`src/rtl/cpu_pkg.sv`:
```
// Shared types and constants for the execute-stage multiply/divide unit.
package cpu_pkg;

    localparam int unsigned XLEN          = 32;
    localparam int unsigned PROD_W        = 2 * XLEN;
    localparam int unsigned ACC_W         = PROD_W + 1;
    localparam int unsigned MULDIV_CYCLES = 32;
    localparam int unsigned CNT_W         = $clog2(MULDIV_CYCLES);

    typedef enum logic [2:0] {
        OP_MULT  = 3'd0,
        OP_MULTU = 3'd1,
        OP_DIV   = 3'd2,
        OP_DIVU  = 3'd3,
        OP_MTHI  = 3'd4,
        OP_MTLO  = 3'd5,
        OP_RSV6  = 3'd6,
        OP_RSV7  = 3'd7
    } muldiv_op_t;

    localparam logic [1:0] ST_IDLE = 2'd0;
    localparam logic [1:0] ST_RUN  = 2'd1;
    localparam logic [1:0] ST_FIX  = 2'd2;

    // Two's-complement negate when en is set.
    function automatic logic [XLEN-1:0] neg_if(input logic [XLEN-1:0] v, input logic en);
        return en ? XLEN'(-v) : v;
    endfunction

endpackage

```
`src/rtl/muldiv_unit_if.sv`:
```
// Request/result bundle between the execute stage and the multiply/divide unit.
interface muldiv_unit_if;
    import cpu_pkg::*;

    logic              start;
    muldiv_op_t        op;
    logic [XLEN-1:0]   a;
    logic [XLEN-1:0]   b;
    logic              busy;
    logic              done;
    logic [XLEN-1:0]   hi;
    logic [XLEN-1:0]   lo;

    modport master (output start, op, a, b, input busy, done, hi, lo);
    modport slave  (input start, op, a, b, output busy, done, hi, lo);
endinterface

```
`src/rtl/muldiv_step.sv`:
```
// One iteration of shift-add multiply or restoring shift-subtract divide.
module muldiv_step
    import cpu_pkg::*;
(
    input  logic [ACC_W-1:0] acc,
    input  logic [XLEN-1:0]  operand,
    input  logic             is_div,
    output logic [ACC_W-1:0] acc_next
);

    logic [XLEN:0]    upper_add;
    logic [ACC_W-1:0] shl;
    logic [XLEN:0]    diff;

    // Mult: acc = {partial_hi[32:0], multiplier[31:0]}; Div: acc = {remainder[32:0], quotient[31:0]}.
    always_comb begin
        acc_next  = '0;
        upper_add = acc[ACC_W-1:XLEN] + (acc[0] ? {1'b0, operand} : (XLEN+1)'(0));
        shl       = {acc[ACC_W-2:0], 1'b0};
        diff      = shl[ACC_W-1:XLEN] - {1'b0, operand};
        if (is_div) begin
            if (shl[ACC_W-1:XLEN] >= {1'b0, operand}) begin
                acc_next = {diff, shl[XLEN-1:1], 1'b1};
            end else begin
                acc_next = shl;
            end
        end else begin
            acc_next = {1'b0, upper_add, acc[XLEN-1:1]};
        end
    end

endmodule

```
`src/rtl/muldiv_unit.sv`:
```
// Iterative MULT/MULTU/DIV/DIVU unit owning HI/LO; also services MTHI/MTLO.
module muldiv_unit
    import cpu_pkg::*;
(
    input  logic clk,
    input  logic reset,
    muldiv_unit_if.slave bus
);

    logic [1:0]       state;
    logic [1:0]       state_nxt;
    logic             busy_q;
    logic             busy_nxt;
    logic             done_q;
    logic             done_nxt;
    logic [CNT_W-1:0] count;
    logic [ACC_W-1:0] acc;
    logic [ACC_W-1:0] acc_next;
    logic [XLEN-1:0]  operand;
    logic             is_div;
    logic             neg_q;
    logic             neg_r;
    logic [XLEN-1:0]  hi_q;
    logic [XLEN-1:0]  lo_q;

    logic             accept_c;
    logic             arith_c;
    logic             signed_c;
    logic             div_c;
    logic             a_neg_c;
    logic             b_neg_c;
    logic [XLEN-1:0]  a_mag_c;
    logic [XLEN-1:0]  b_mag_c;
    logic [PROD_W-1:0] prod_fix_c;
    logic [XLEN-1:0]  q_fix_c;
    logic [XLEN-1:0]  r_fix_c;

    always_comb begin
        accept_c = bus.start && (state == ST_IDLE);
        arith_c  = (bus.op == OP_MULT) || (bus.op == OP_MULTU) ||
                   (bus.op == OP_DIV)  || (bus.op == OP_DIVU);
        signed_c = (bus.op == OP_MULT) || (bus.op == OP_DIV);
        div_c    = (bus.op == OP_DIV)  || (bus.op == OP_DIVU);
        a_neg_c  = signed_c && bus.a[XLEN-1];
        b_neg_c  = signed_c && bus.b[XLEN-1];
        a_mag_c  = neg_if(bus.a, a_neg_c);
        b_mag_c  = neg_if(bus.b, b_neg_c);
    end

    // Sign fixup applied on the FIX edge.
    always_comb begin
        prod_fix_c = neg_q ? PROD_W'(-acc[PROD_W-1:0]) : acc[PROD_W-1:0];
        q_fix_c    = neg_if(acc[XLEN-1:0], neg_q);
        r_fix_c    = neg_if(acc[PROD_W-1:XLEN], neg_r);
    end

    muldiv_step u_step (
        .acc      (acc),
        .operand  (operand),
        .is_div   (is_div),
        .acc_next (acc_next)
    );

    always_ff @(posedge clk) begin
        if (reset) begin
            state  <= ST_IDLE;
            busy_q <= 1'b0;
            done_q <= 1'b0;
        end else begin
            state  <= state_nxt;
            busy_q <= busy_nxt;
            done_q <= done_nxt;
        end
    end

    always_comb begin
        state_nxt = state;
        busy_nxt  = busy_q;
        done_nxt  = 1'b0;
        case (state)
            ST_IDLE: begin
                busy_nxt = 1'b0;
                if (accept_c && arith_c) begin
                    state_nxt = ST_RUN;
                    busy_nxt  = 1'b1;
                end
            end
            ST_RUN: begin
                if (count == CNT_W'(MULDIV_CYCLES - 1)) begin
                    state_nxt = ST_FIX;
                end
            end
            ST_FIX: begin
                state_nxt = ST_IDLE;
                busy_nxt  = 1'b0;
                done_nxt  = 1'b1;
            end
            default: begin
                state_nxt = ST_IDLE;
                busy_nxt  = 1'b0;
            end
        endcase
    end

    // Datapath: operand latch, iteration, HI/LO writes.
    always_ff @(posedge clk) begin
        if (reset) begin
            count   <= '0;
            acc     <= '0;
            operand <= '0;
            is_div  <= 1'b0;
            neg_q   <= 1'b0;
            neg_r   <= 1'b0;
            hi_q    <= '0;
            lo_q    <= '0;
        end else begin
            case (state)
                ST_IDLE: begin
                    if (accept_c && arith_c) begin
                        count   <= '0;
                        is_div  <= div_c;
                        operand <= div_c ? b_mag_c : a_mag_c;
                        acc     <= {(XLEN+1)'(0), div_c ? a_mag_c : b_mag_c};
                        // A zero divisor keeps the all-ones quotient unsigned.
                        neg_q   <= (a_neg_c ^ b_neg_c) && !(div_c && (bus.b == '0));
                        neg_r   <= a_neg_c;
                    end else if (accept_c && (bus.op == OP_MTHI)) begin
                        hi_q <= bus.a;
                    end else if (accept_c && (bus.op == OP_MTLO)) begin
                        lo_q <= bus.a;
                    end
                end
                ST_RUN: begin
                    acc   <= acc_next;
                    count <= count + CNT_W'(1);
                end
                ST_FIX: begin
                    if (is_div) begin
                        hi_q <= r_fix_c;
                        lo_q <= q_fix_c;
                    end else begin
                        {hi_q, lo_q} <= prod_fix_c;
                    end
                end
                default: begin
                    count <= '0;
                end
            endcase
        end
    end

    assign bus.busy = busy_q;
    assign bus.done = done_q;
    assign bus.hi   = hi_q;
    assign bus.lo   = lo_q;

endmodule

```
`src/flat_wrapper.sv`:
```
// flat-port wrapper written by rule: the top's interface ports become plain ports
module muldiv_unit_flat import cpu_pkg::*;
  (clk, reset, bus_start, bus_op, bus_a, bus_b, bus_busy, bus_done, bus_hi, bus_lo);
  muldiv_unit_if bus_i ();
  input  logic clk;
  input  logic reset;
  input wire logic [$bits(bus_i.start)-1:0] bus_start;
  input wire logic [$bits(bus_i.op)-1:0] bus_op;
  input wire logic [$bits(bus_i.a)-1:0] bus_a;
  input wire logic [$bits(bus_i.b)-1:0] bus_b;
  output wire logic [$bits(bus_i.busy)-1:0] bus_busy;
  output wire logic [$bits(bus_i.done)-1:0] bus_done;
  output wire logic [$bits(bus_i.hi)-1:0] bus_hi;
  output wire logic [$bits(bus_i.lo)-1:0] bus_lo;
  assign bus_i.start = bus_start;
  assign bus_i.op = bus_op;
  assign bus_i.a = bus_a;
  assign bus_i.b = bus_b;
  assign bus_busy = bus_i.busy;
  assign bus_done = bus_i.done;
  assign bus_hi = bus_i.hi;
  assign bus_lo = bus_i.lo;
  muldiv_unit u_core (.clk(clk), .reset(reset), .bus(bus_i));
endmodule
```
`config.mk`:
```
export PLATFORM = sky130hd
export DESIGN_NAME = muldiv_unit_flat
export DESIGN_NICKNAME = d
export VERILOG_FILES = /design/src/rtl/cpu_pkg.sv /design/src/rtl/muldiv_unit_if.sv /design/src/rtl/muldiv_step.sv /design/src/rtl/muldiv_unit.sv /design/src/flat_wrapper.sv
export SDC_FILE = /design/constraint.sdc
export NUM_CORES = 1
export LEC_CHECK = 0
export CORE_UTILIZATION = 54
export DETAILED_ROUTE_END_ITERATION = 7
export PLACE_DENSITY = 0.79
export RECOVER_POWER = 100
export SYNTH_ARGS = -nofsm -noshare
export SYNTH_HDL_FRONTEND = slang
export SYNTH_SLANG_ARGS = --single-unit
```
`constraint.sdc`:
```
create_clock -name clk -period 3.1 [get_ports clk]
set_input_delay 0.62 -clock clk [delete_from_list [all_inputs] [get_ports clk]]
set_output_delay 0.62 -clock clk [all_outputs]
set_load 0.01 [all_outputs]
```
==> flow_metrics.py <==
metrics = {
    "outcome": {
        "status": "finished, violations left",
        "violations": "DRC, setup timing",
    },
    "global_routing": {
        "grt_max_degree": 108,
        "gr-total-overflow": 0,
        "first_global_vias": 16800,
        "antenna_found_initial": 0,
        "grt_use_total": 0.449,
        "grt_pass1_wl_um": 95600,
    },
    "floorplanning": {
        "die_h_um": 166,
        "rows": 59,
        "start_util": 0.553,
        "num_io_pins": 136,
        "dieArea_um2": 27500,
        "die_w_um": 166,
        "core_area_um2": 26200,
    },
    "pwr": {
        "power.density_nw_per_um2": 363,
        "p_leak_uw": 0.00851,
        "peakVddDrop_mv": 0.275,
    },
    "final_layout": {
        "fillers": 1993,
        "finish.utilization": 0.762,
        "final_nets": 2539,
        "multiInputGateArea_um2": 11000,
        "final_cell_area_um2": 20000,
        "drive_gt1_frac": 0.229,
        "num_antenna_cells": 0,
        "area_growth_syn_to_layout_pct": 37.7,
        "final-seq-area_um2": 3480,
    },
    "routing": {
        "viasPerCell": 6.53,
        "vias": 17900,
        "dr.pass1.iters": 8,
        "ant_nets": 0,
        "drc": 48,
        "wl_per_cell_um": 23.2,
        "drt_iter0_drc": 2656,
        "postRouteWirelength_um": 63800,
    },
    "critical_path": {
        "required_ns": 3.43,
        "path_cells": "or4_4, or4_4, or4_4, buf_6, or2_4, o31ai_4, xor2_1, a211oi_1, a21oi_1, nor2_1",
        "worstPathArrival_ns": 3.49,
        "start_kind": "flop",
        "cp.buffers_inverters": 1,
        "cpMaxStageDelayCell": "or4_4",
        "worstSetupPathType": "flop to flop",
        "end_kind": "flop",
        "cp_top_family": "simple AND/OR/NAND/NOR gates",
        "worst-path-max-fanout": 6,
        "slowest_delay_ns": 0.54,
        "cp_common_cell": "or4_4",
    },
    "clock_network": {
        "cts_max_path_buffers": 2,
        "numCtsBuffers": 17,
        "cts_tree": "yes",
        "insertion_delay_ns": 0.46,
        "cts_root_buf": "clkbuf_16",
        "cts_sinks": 173,
        "clk_pin_slew_ns": 0.09,
        "cts_htree_levels": 4,
        "ctsHoldBuffers": 0,
    },
    "yosys": {
        "synth_top_cell_by_area": "dfxtp_1",
        "synthCells": 2023,
        "synth_warnings": 0,
        "synth-edff-count": 0,
        "synthesis.area_um2": 14500,
        "synthArstFlopShare": 0,
        "syn_nets": 2165,
        "yosysUniqueCellTypes": 74,
        "avgSynthCellArea_um2": 7.17,
        "ys_seq_area_frac": 0.239,
        "synthTopCellsByArea": "dfxtp_1 (24%), a21oi_1 (7.3%), nor2_1 (7.1%), ha_1 (6.0%), xnor2_1 (5.3%)",
        "ys_seq_elements": 173,
        "synth_flop_cell": "dfxtp_1",
        "synth_top_cell_area_share": 0.239,
    },
    "placement": {
        "io_buffer_count": 135,
        "dpl.hpwl_um": 48500,
        "pre_cts_ws_ns": -0.510,
        "dpl_cell_area_um2": 18500,
        "gp_congestion": 1.05,
    },
    "sta": {
        "maxSlewViolCount": 0,
        "period_needed_ns": 3.16,
        "tightest_slew_ns": 1.06,
        "timing.final.crit_share": 1.02,
        "clock_skew_ns": 0.0213,
        "fin_ws_ns": -0.0617,
        "rsz0062_at_grt": "true",
        "slew_headroom": 0.293,
        "fmax_mhz": 316,
        "finalSetupViolCount": 5,
        "finalHoldViolCount": 0,
        "tns_ns": -0.225,
    },
    "min_path": {
        "hold_path.class": "flop to flop",
    },
    "run": {
        "drv_cap": 0,
    },
}
through the flow:
step,cells,hold slack (ns),total power (uW)
after floorplan,2023,0.432,3610
after global placement,2705,0.439,4650
after detailed placement,2705,0.452,4680
after CTS,2740,0.462,7010
after global routing,2745,0.480,7450
final,2745,0.459,7250
layout by cell type (no fill, tap or decap), types with 11 or more instances in the layout:
cell               n
o21ai_1           11
nand4_1           15
ha_1              56
o31ai_1           19
a22oi_1           14
mux2i_1           53
or2_2             13
a311oi_1          13
o211ai_1          23
o22ai_1           17
clkbuf_16         17
clkdlybuf4s50_1   66
a21oi_1          195
nor4_1            13
nand2_1          191
nor2_1           270
a31oi_1           35
dfxtp_1          161
nor3_1            34
and3_1            15
a21oi_2           14
a21o_1            33
a211oi_1          52
ha_4              13
dfxtp_2           11
nand3_1           39
dlygate4sd3_1     67
xnor2_1           80
buf_4            339
o21ai_0          109
xor2_1            83
inv_1             52
report_power, final:
part           leakage [uW]  total, uW  switching (uW)  internal (uW)
registers           0.00141       2380            70.3           2310
clock network      0.000287       2310            1160           1150
logic               0.00681       2560            1460           1100
total               0.00851       7250            2690           4560
tightest hold or removal path, cell delays in order, from the launching register on:
cell     delay (ns)
dfxtp_1        0.31
nand2_1        0.05
a21oi_1        0.05
registers in the layout, summed over array words and instances, names as in the netlist:
signal	flops
u_core.bus.hi	32
u_core.bus.busy	1
u_core.bus.done	1
u_core.state	2
u_core.neg_r	1
u_core.neg_q	1
u_core.acc	65
u_core.bus.lo	32
u_core.count	5
u_core.is_div	1
u_core.operand	32
layer usage:
layer | vias to the layer above | wire length (um) | global-route usage
met2 | 1218 | 27400 | 0.696
met1 | 8400 | 24100 | 0.564
li1 | 8058 | - | -
met3 | 252 | 8060 | 0.115
met5 | - | 15 | 0
met4 | 2 | 4190 | 0.266
area by class of cell:
type                       instances  area share
timing repair buffer             498       0.209
multi-input combinational       1644       0.554
inverter                          63      0.0120
clock inverter                    15     0.00846
sequential                       173       0.174
clock buffer                      17      0.0213
tap                              335      0.0210
logic make-up after synthesis:
| group | share of synthesized area |
|---|---|
| flip-flops | 0.239 |
| adder cells (fa/ha/maj) | 0.0632 |
| buffers and inverters | 0.0543 |
| AND/OR/NAND/NOR | 0.211 |
| multiplexers | 0.0381 |
| AO/OA/AOI/OAI | 0.291 |
| XOR/XNOR | 0.103 |
final timing paths:
kind	start	to	slack [ns]	cells past startpoint
setup / recovery	u_core.acc[11]$_SDFFE_PP0P_	u_core.bus.lo[29]$_SDFFE_PP0P_	-0.06	10
hold / removal	u_core.bus.hi[22]$_SDFFE_PP0P_	u_core.bus.hi[22]$_SDFFE_PP0P_	0.46	2
hold reg to reg	u_core.bus.hi[22]$_SDFFE_PP0P_	u_core.bus.hi[22]$_SDFFE_PP0P_	0.46	2
setup reg to reg	u_core.acc[11]$_SDFFE_PP0P_	u_core.bus.lo[29]$_SDFFE_PP0P_	-0.06	10
repair_timing:
item,in CTS,in global routing
endpoints found under the setup margin,67,90
gates resized for setup,64,113
pin swaps,12,29
setup buffers,4,6
cells in the mapped netlist (all sizes together), types with 4 or more instances:
| library cell | number |
|---|---|
| a2111oi | 5 |
| a211o | 9 |
| a211oi | 61 |
| a21boi | 6 |
| a21o | 33 |
| a21oi | 212 |
| a221o | 4 |
| a22oi | 15 |
| a311oi | 14 |
| a31oi | 38 |
| a32o | 4 |
| a41oi | 4 |
| and2 | 13 |
| and3 | 17 |
| and4 | 4 |
| buf | 16 |
| clkbuf | 127 |
| dfxtp | 173 |
| ha | 70 |
| inv | 62 |
| mux2i | 53 |
| nand2 | 191 |
| nand2b | 12 |
| nand3 | 42 |
| nand3b | 6 |
| nand4 | 15 |
| nor2 | 275 |
| nor2b | 9 |
| nor3 | 36 |
| nor4 | 17 |
| o211ai | 23 |
| o21a | 6 |
| o21ai | 128 |
| o21bai | 6 |
| o221ai | 10 |
| o22ai | 17 |
| o31ai | 27 |
| o41ai | 12 |
| or2 | 16 |
| or3 | 11 |
| or4 | 17 |
| xnor2 | 88 |
| xor2 | 83 |
Note: power is estimated with default switching activity, not from simulation.
==> RTL edit (same settings) <==
The package constant `MULDIV_CYCLES` goes from 32 to 64.
--- a/src/rtl/cpu_pkg.sv
+++ b/src/rtl/cpu_pkg.sv
@@ -6,3 +6,3 @@
     localparam int unsigned ACC_W         = PROD_W + 1;
-    localparam int unsigned MULDIV_CYCLES = 32;
+    localparam int unsigned MULDIV_CYCLES = 64;
     localparam int unsigned CNT_W         = $clog2(MULDIV_CYCLES);
Function: same outputs for any inputs over 4 cycles, from zero or initial values and one cycle with reset high; that may be too few to reach the edited logic, so the function may still have changed.
==> RTL edit against the unedited design <==
  * The flow still finishes with violations (DRC, setup timing)
  * Non-clock buffer count down 53
  * Power increased by 0.98%
  * Clock skew fell by 0.60 ps
  * Die area grew 0.37%
  * Final area decreased by 2.5%
  * Hold slack worse by 16 ps
  * Setup slack worse by 5.3 ps
  * Wire length is 5.3% lower
  * Combinational power about the same
  * Sequential cell count grew 1
  * Area after synthesis rose by 0.37%
  * Critical path type unchanged
==> RTL edit: results <==
<?xml version="1.0" encoding="UTF-8"?>
<metrics>
  <group name="synthesis">
    <metric name="post_synth_fa_ha_maj_area_fraction" unit="%">6.209</metric>
    <metric name="post_synth_xor_area_fraction" unit="%">9.451</metric>
    <metric name="synth-compound-area-share" unit="%">28.76</metric>
    <metric name="synth.distinct_cells" unit="">77</metric>
    <metric name="synthMuxAreaShare" unit="%">4.222</metric>
    <metric name="synthesis.instances" unit="">1987</metric>
    <metric name="synth_fp_nets" unit="">2128</metric>
    <metric name="synth_common_cells" unit="">271 x sky130_fd_sc_hd__nor2_1, 186 x sky130_fd_sc_hd__a21oi_1, 174 x sky130_fd_sc_hd__dfxtp_1</metric>
    <metric name="sequential_fraction_of_the_synthesis_area" unit="%">23.94</metric>
    <metric name="most_area_consuming_cells_after_synthesis" unit="">sky130_fd_sc_hd__dfxtp_1 24%, sky130_fd_sc_hd__nor2_1 7.0%, sky130_fd_sc_hd__a21oi_1 6.4%</metric>
  </group>
  <group name="pwr">
    <metric name="total_leakage_power" unit="nW">8.194</metric>
  </group>
  <group name="worst_setup_path">
    <metric name="ff2ff_path_depth" unit="">13</metric>
    <metric name="timing.rr.start" unit="">u_core.acc[0]</metric>
    <metric name="worst_r2r_endpoint" unit="">u_core.acc[63]</metric>
    <metric name="worst_path_largest_cell_delay" unit="ps">380</metric>
    <metric name="critical_path.max_fanout" unit="">9</metric>
  </group>
  <group name="place">
    <metric name="place_hpwl" unit="mm">45.50</metric>
    <metric name="place_congestion" unit="">1.035</metric>
    <metric name="dp.cells" unit="">2602</metric>
  </group>
  <group name="sta">
    <metric name="slew-limit-headroom" unit="%">38.48</metric>
    <metric name="skew" unit="ps">20.66</metric>
    <metric name="final.setup.worst_slack" unit="ps">-66.97</metric>
    <metric name="setup_viol" unit="">4</metric>
    <metric name="final.hold.worst_slack" unit="ps">443.8</metric>
  </group>
  <group name="global_routing">
    <metric name="maximum_number_of_pins_on_one_net_before_global_route_repair" unit="">66</metric>
    <metric name="initial_antenna_violation_count" unit="">3</metric>
    <metric name="grt_pass1_wl" unit="mm">90.20</metric>
    <metric name="vias_in_the_first_global_route" unit="">16240</metric>
    <metric name="grt_resource_usage_total" unit="%">42.07</metric>
  </group>
  <group name="finish">
    <metric name="drive_above_1_share" unit="%">20.22</metric>
    <metric name="design.final.nets" unit="">2457</metric>
    <metric name="number_of_fill_cells" unit="">2049</metric>
  </group>
  <group name="drt">
    <metric name="drt_iter0_drc" unit="">2018</metric>
    <metric name="route.detailed.wl_per_inst" unit="µm">22.67</metric>
    <metric name="wirelength" unit="mm">60.38</metric>
    <metric name="num_vias" unit="">17330</metric>
    <metric name="route.detailed.drc" unit="">9</metric>
  </group>
  <group name="clock_tree">
    <metric name="ctsResizeCount" unit="">37</metric>
    <metric name="postCtsSetupRepairBufs" unit="">3</metric>
  </group>
  <group name="outcome">
    <metric name="outcome" unit="">finished, violations left</metric>
    <metric name="failed_checks" unit="">DRC, setup timing</metric>
  </group>
  <group name="hold_path">
    <metric name="hold_path_end" unit="">u_core.bus.hi[18]</metric>
  </group>
</metrics>
[RTL edit: how the worst max path moves through the flow]
stage / startpoint / slack, ps / to / cells past startpoint
finish: u_core.acc[0] / -70 / u_core.acc[63] / 13
global route: u_core.acc[0] / -180 / u_core.acc[63] / 13
CTS: u_core.operand[11] / -20 / u_core.acc[41] / 13
detailed placement: bus_b[16] / -330 / u_core.acc[26] / 9
global placement: bus_b[16] / -270 / u_core.acc[28] / 9
floorplan: u_core.acc[0] / 9 / u_core.acc[63] / 15
[RTL edit: power by group]
group | leakage [nW] | internal (mW) | switching (mW) | total, mW
clock | 0.307 | 1.14 | 1.23 | 2.37
sequential | 1.42 | 2.32 | 0.0852 | 2.40
combinational | 6.47 | 1.14 | 1.41 | 2.55
total | 8.19 | 4.60 | 2.72 | 7.32
[RTL edit: layout make-up]
| class | instances | area, µm² | area share (%) |
|---|---|---|---|
| clock buffers | 17 | 425.4 | 2.186 |
| clock inverters | 15 | 214.0 | 1.100 |
| inverters | 65 | 256.5 | 1.318 |
| multi-input cells | 1613 | 10830 | 55.64 |
| flip-flops and latches | 174 | 3506 | 18.02 |
| well taps | 335 | 419.2 | 2.154 |
| repair buffers | 445 | 3810 | 19.58 |
[RTL edit: per-stage QoR]
step | util, % | worst slack [ps] | TNS, ps | instance area [µm²]
5_1_grt | 74.03 | -182.4 | -3092 | 19460
2_1_floorplan | - | 8.648 | 0 | 14550
3_5_place_dp | 68.70 | -326.0 | -7966 | 18050
6_report | 74.03 | -66.97 | -154.4 | 19460
4_1_cts | 71.86 | -18.60 | -69.26 | 18880
3_3_place_gp | 68.70 | -267.8 | -4537 | 18050
[RTL edit: routing by layer]
metal  wire [µm]  GRT usage (%)
met5          41              0
met4        4864          29.30
met3        5917          9.295
met2       26630          67.31
met1       22930          50.31
